### config.mk
export PLATFORM = sky130hd
export DESIGN_NAME = reg_file_2r1w
export DESIGN_NICKNAME = d
export VERILOG_FILES = /design/src/rtl/reg_file_2r1w.sv
export SDC_FILE = /design/constraint.sdc
export NUM_CORES = 2
export LEC_CHECK = 0
export CAP_MARGIN = 25
export CELL_PAD_IN_SITES_DETAIL_PLACEMENT = 1
export CELL_PAD_IN_SITES_GLOBAL_PLACEMENT = 1
export CORE_MARGIN = 2
export CORE_UTILIZATION = 50
export CTS_CLUSTER_DIAMETER = 150
export DETAILED_ROUTE_END_ITERATION = 6
export DONT_BUFFER_PORTS = 1
export PLACE_DENSITY_LB_ADDON = 0.12
export SKIP_LAST_GASP = 1
export SLEW_MARGIN = 20
export SYNTH_ARGS = -nofsm -noshare
export SYNTH_HDL_FRONTEND = slang
export SYNTH_SLANG_ARGS = --single-unit
### constraint.sdc
create_clock -name clk -period 2.4 [get_ports clk]
set_input_delay 0.48 -clock clk [delete_from_list [all_inputs] [get_ports clk]]
set_output_delay 0.48 -clock clk [all_outputs]
set_load 0.03 [all_outputs]
### src/rtl/reg_file_2r1w.sv
// reg_file_2r1w: operand register file for the execute stage.
// Two combinational read ports feed the ALU operands; one synchronous write
// port takes the write-back result. Register 0 always reads as zero.
// Optional feature macro: WRITE_BYPASS_EN -- when defined, a read port whose
// address matches an active write returns write_data in the same cycle
// instead of the stored value.
module reg_file_2r1w #(
    parameter int DATA_W = 32,
    parameter int ADDR_W = 5
) (
    input  logic              clk,
    input  logic              rst_n,
    input  logic [ADDR_W-1:0] read_reg_1,
    input  logic [ADDR_W-1:0] read_reg_2,
    input  logic [ADDR_W-1:0] write_reg,
    input  logic [DATA_W-1:0] write_data,
    input  logic              reg_write,
    output logic [DATA_W-1:0] read_data_1,
    output logic [DATA_W-1:0] read_data_2
);

    localparam int NREGS = 1 << ADDR_W;

    logic [DATA_W-1:0] regs [NREGS];

    // A write is only real when enabled, out of reset and not aimed at r0.
    logic write_en;
    assign write_en = reg_write && rst_n && (write_reg != '0);

    // Storage: reset clears every entry at once; writes land on the rising edge.
    always_ff @(posedge clk or negedge rst_n) begin
        if (!rst_n) begin
            for (int i = 0; i < NREGS; i++) begin
                regs[i] <= '0;
            end
        end else if (write_en) begin
            regs[write_reg] <= write_data;
        end
    end

    // Read ports: r0 forced to zero; the optional bypass forwards the value
    // being written this cycle so a dependent ALU op does not wait an edge.
    always_comb begin
        read_data_1 = '0;
        read_data_2 = '0;
        if (read_reg_1 != '0) begin
`ifdef WRITE_BYPASS_EN
            if (write_en && (write_reg == read_reg_1)) begin
                read_data_1 = write_data;
            end else begin
                read_data_1 = regs[read_reg_1];
            end
`else
            read_data_1 = regs[read_reg_1];
`endif
        end
        if (read_reg_2 != '0) begin
`ifdef WRITE_BYPASS_EN
            if (write_en && (write_reg == read_reg_2)) begin
                read_data_2 = write_data;
            end else begin
                read_data_2 = regs[read_reg_2];
            end
`else
            read_data_2 = regs[read_reg_2];
`endif
        end
    end

endmodule

=== After elaboration in Yosys (flattened, before gate mapping) ===
Index checks and enable logic that the tools add are counted.

* Register bits after elaboration: 1024
* Latch bits: 0
* RAM bits: 0
* ROM bits: 0
* Input port bits: 50
* Logic and storage cells: 56
* Memories kept: 0

* $add $sub $neg: 0
* $mul: 0
* Div/mod/pow operators: 0
* Magnitude comparators: 4
* Equality and inequality tests: 0
* Shift operators: 0
* Mux-type cells: 11
* Bitwise gates (word level): 3
* Reductions and logical operators: 6

{| class="wikitable"
|+ Operator list
! kind !! number
|-
| 1024-bit bitwise mux || 1
|-
| 32-bit binary-select mux with 5-bit select || 2
|-
| 32-bit two-way mux || 7
|-
| 32-bit demux with 5-bit select || 1
|-
| 6-bit >= comparator (second input constant) || 3
|-
| 5-bit NOT with 6-bit output || 3
|-
| 5-bit nonzero test || 3
|-
| 6-bit by 1-bit < comparator with 1-bit output (second input constant) || 1
|-
| 1-bit logical AND || 3
|}

=== Depth between registers and ports, before layout ===
* Depth after elaboration: 6
* Depth in mapped cells: 7
* Mapped depth without buffers: 4

=== Worst setup path before layout ===
OpenSTA, ideal clock, no wires.

* Kind: input to output
* From: in read_reg_1[0]
* To: out read_data_1[28]
* Data arrival time: 2391 ps
* Slack: -471 ps
* Stages: 7
* Path buffers: 3
* Cells stage by stage: buf_2 buf_2 nor2_1 clkbuf_1 a221oi_1 o21ai_0 a311oi_1

* Longest elaborated chain between the ends: 5
* Elaborated cells on any way between the ends: 6
* Those cells by class: 4 x mux; 1 x bitwise; 1 x reduce/logical

{| class="wikitable"
|+ RTL lines
! what !! line !! text
|-
| start: declaration || 13 || <nowiki>input logic [ADDR_W-1:0] read_reg_1,</nowiki>
|-
| 5-bit NOT with 6-bit output (implied by the code) || 54 || <nowiki>read_data_1 = regs[read_reg_1];</nowiki>
|-
| 32-bit binary-select mux with 5-bit select || 54 ||
|-
| 32-bit two-way mux (implied by the code) (2 in a row) || 54 ||
|-
| 32-bit two-way mux (*) || 46 || <nowiki>if (read_reg_1 != '0) begin</nowiki>
|-
| end: declaration || 18 || <nowiki>output logic [DATA_W-1:0] read_data_1,</nowiki>
|}

Every way passes the cells marked *; elsewhere a longest branch is shown, timed or not. The select of a mux whose other input is x is not followed.

=== Worst setup path in the final report ===
* From: in read_reg_1[1]
* To: out read_data_1[19]

Same word-level chain as after synthesis.

==> run_results.csv <==
group,metric,value,unit
placement,hpwl,115.2,mm
final_layout,nets,3727,
clock_network,clock_path_buffers,3,
floorplan,die-area,111800,µm²
yosys,synth_seq_area_share,46.97,%
worst_setup_path,reg2regPathDepth,3,
drt,vias_per_cell,6.920,
final_layout,layout.cells.non_filler,5190,
timing,fin_crit,2.996,ns
job,maxCapViolCount,0,
timing,fin_hold_ws,-0.2922,ns
drt,postRouteAntennaNets,0,
worst_setup_path,cp.buffers_inverters,1,
yosys,yosys_warnings,0,
worst_setup_path,r2r_slack,1.38,ns
grt,track_usage,34.55,%
grt,grt_max_degree,1027,
yosys,synth_ff_type,"dfrtp_1",
worst_setup_path,critPathLaunchType,"primary input",
timing,fmaxAchievable,333.8,MHz
final_layout,largest_reg_flops,1024,
final_layout,fillers,9458,
yosys,synthTopCellsByCount,"1,024 x dfrtp_1, 993 x mux2_2, 448 x mux4_2, 230 x clkbuf_1, 160 x buf_2",
outcome,violations,"hold timing, setup timing",
clock_network,htreeDepth,3,
floorplan,rows,121,
worst_setup_path,reg2reg_to,"regs[591]",
floorplan,die_x,334.3,µm
placement,port_buffers,0,
min_path,hold_class,"primary input to async pin",
floorplan,die_h,334.3,µm
yosys,ys_types,40,
power,p_per_area,724.7,nW/µm²
yosys,yosys-top-cells-area,"dfrtp_1 47%, mux2_2 20%, mux4_2 18%, mux2i_1 2.3%, clkbuf_1 1.6%",
yosys,synth_edf_count,0,
clock_network,clock_latency,0.69,ns
worst_setup_path,worstPathArrival,2.52,ns
worst_setup_path,worst_ep_required_time,1.92,ns
worst_setup_path,path_cells,"nor2b_2, a221oi_1, o21ai_1, a311oi_4, buf_12",
yosys,yosysMostFrequentCell,"dfrtp_1",
worst_setup_path,crit_type,"primary input to primary output",
yosys,ys_async_sr_fraction,100.0,%
placement,place_inst,4908,
yosys,syn_nets,3674,
drt,drt_wl_total,191.1,mm
final_layout,final_area,66430,µm²
drt,drt-pass1-iter-count,5,
floorplan,fp.coreArea,108600,µm²
timing,worstMarginPinSlew,1.026,ns
worst_setup_path,r2r_start,"regs[591]",
grt,grt_remaining_overflow,0,
yosys,synth_seq_cells,1024,
timing,finalSetupViolCount,64,
yosys,synth_area,54560,µm²
drt,drtIter0Drc,3149,
timing,maxSlewViolCount,0,
outcome,outcome,"complete, but fails checks",
placement,place.gp.congestion,0.8568,
drt,vias,35910,
drt,drc_errors,0,
worst_setup_path,crit_family,"simple AND/OR/NAND/NOR gates",
clock_network,cts.clk_slew.worst_paths,0.06,ns
worst_setup_path,cp.depth,5,
grt,grt_pass1_wl,281.2,mm
timing,slew_headroom,31.37,%
timing,rsz0062_at_grt,"true",
worst_setup_path,endpoint_kind,"primary output",
drt,wl_per_cell,36.81,µm
worst_setup_path,critPathMaxFanout,229,
final_layout,drive_gt1_share,62.19,%
clock_network,cts.sinks,1024,
power,vdd_drop_max,0.6188,mV
worst_setup_path,slowest_stage,"nor2b_2",
yosys,synth_top_area_share,46.97,%
final_layout,regMostFlops,"regs",
power,power.total,0.04814,W
final_layout,syn_to_final_growth,21.75,%
timing,hold_viol_final,78,
placement,place_area,60630,µm²
timing,fin_crit_sh,124.8,%
timing,fin_worst_skew,0,ns
clock_network,cts_buffers,113,
floorplan,io_pins,114,
floorplan,initial_core_util,50.26,%
yosys,synth.avg_cell_area,15.05,µm²
yosys,yosys.area.top_type,"dfrtp_1",
clock_network,tritoncts,"yes",
grt,grt_pass1_vias,39410,
clock_network,root_buffer,"clkbuf_16",
power,p_leak,28.72,nW
placement,detailedPlace.worstSlack,-0.5763,ns
yosys,synthCells,3624,
timing,fin_ws,-0.5957,ns
final_layout,largest_registers,"regs (1024)",
grt,antenna_found_initial,2,
worst_setup_path,slowest_delay,0.89,ns
## report_power, final
part	leakage [nW]	switching, W	internal (W)
Clock	1.87	0.00733	0.0104
Sequential	13.6	0.00175	0.0195
Combinational	13.2	0.00385	0.00538
Total	28.7	0.0129	0.0352
## how the worst max path moves through the flow
stage | slack (ns) | endpoint | startpoint
4_1_cts | -0.52 | read_data_1[3] | regs[643]
3_3_place_gp | -0.57 | read_data_2[6] | read_reg_2[1]
2_1_floorplan | -0.02 | read_data_1[9] | read_reg_1[4]
5_1_grt | -0.53 | read_data_1[3] | regs[643]
3_5_place_dp | -0.58 | read_data_1[10] | read_reg_1[1]
6_report | -0.60 | read_data_1[19] | read_reg_1[1]
## through the flow
step                TNS (ns)  utilization, %
floorplan            -0.9414               -
global placement      -54.14           55.83
detailed placement    -22.79           55.86
CTS                   -27.94           60.71
global route          -32.89           61.19
finish                -27.39           61.20
## timing repair
item                                   in CTS  in global routing
endpoints found under the hold margin    2016                331
setup endpoints to repair                  64                 65
resized for setup                         174                 43
gates cloned                                1                  2
hold buffers                               32                  1
pin swaps                                  94                 56
setup buffers                              17                 12
## cells in the final DEF (no fill, tap or decap), drive strengths merged, types with 3 or more instances in the layout
master	netlist	final
mux2	1056	1056
dfrtp	1024	1024
mux4	448	448
buf	199	363
clkbuf	231	173
mux2i	128	128
o21ai	112	112
nor2b	70	72
a311oi	64	64
a211oi	64	64
a22oi	64	64
a221oi	48	48
nand2	41	41
clkinv	0	30
nor2	25	25
o2111ai	16	16
bufinv	0	7
nor3	6	6
nand2b	5	5
or2	4	4
inv	2	4
nand3	4	4
and2	3	3
## worst register-to-register path, delay by kind of cell (launching register included)
family	cells	cell delay, ns
DFF	1	0.39
buffers and inverters	2	0.26
muxes	1	0.25
## cell type report
class / count / area, µm² / share of cell area, %
Multi-Input combinational cell: 2170 / 29980 / 45.14
Clock inverter: 40 / 385.4 / 0.5801
Inverter: 2 / 12.51 / 0.01884
Timing Repair Buffer: 366 / 5284 / 7.954
Clock buffer: 172 / 3364 / 5.065
Tap cell: 1414 / 1769 / 2.663
Sequential cell: 1024 / 25620 / 38.58
Antenna cell: 2 / 5.005 / 0.007534
## layer usage
metal / GRT usage (%) / wire, µm / share of wire (%) / vias up
met5: 0 / 0 / 0 / -
met4: 14.20 / 8751 / 4.6 / 0
met3: 6.077 / 11630 / 6.1 / 438
met2: 54.53 / 90840 / 48 / 1351
met1: 47.60 / 79840 / 42 / 19990
li1: - / - / - / 14140
## cell families (layout without fill, tap and decap cells)
logic type             count (synthesis)  after routing  share of synthesized area [%]
muxes                               1632           1632                          42.84
DFF                                 1024           1024                          46.97
buffers and inverters                432            580                          3.644
AOI/OAI and AO/OA                    368            368                          4.843
and+or+nand+nor                      168            170                          1.702
other                                  0              2                              0
Note: power is estimated with default switching activity, not from simulation.
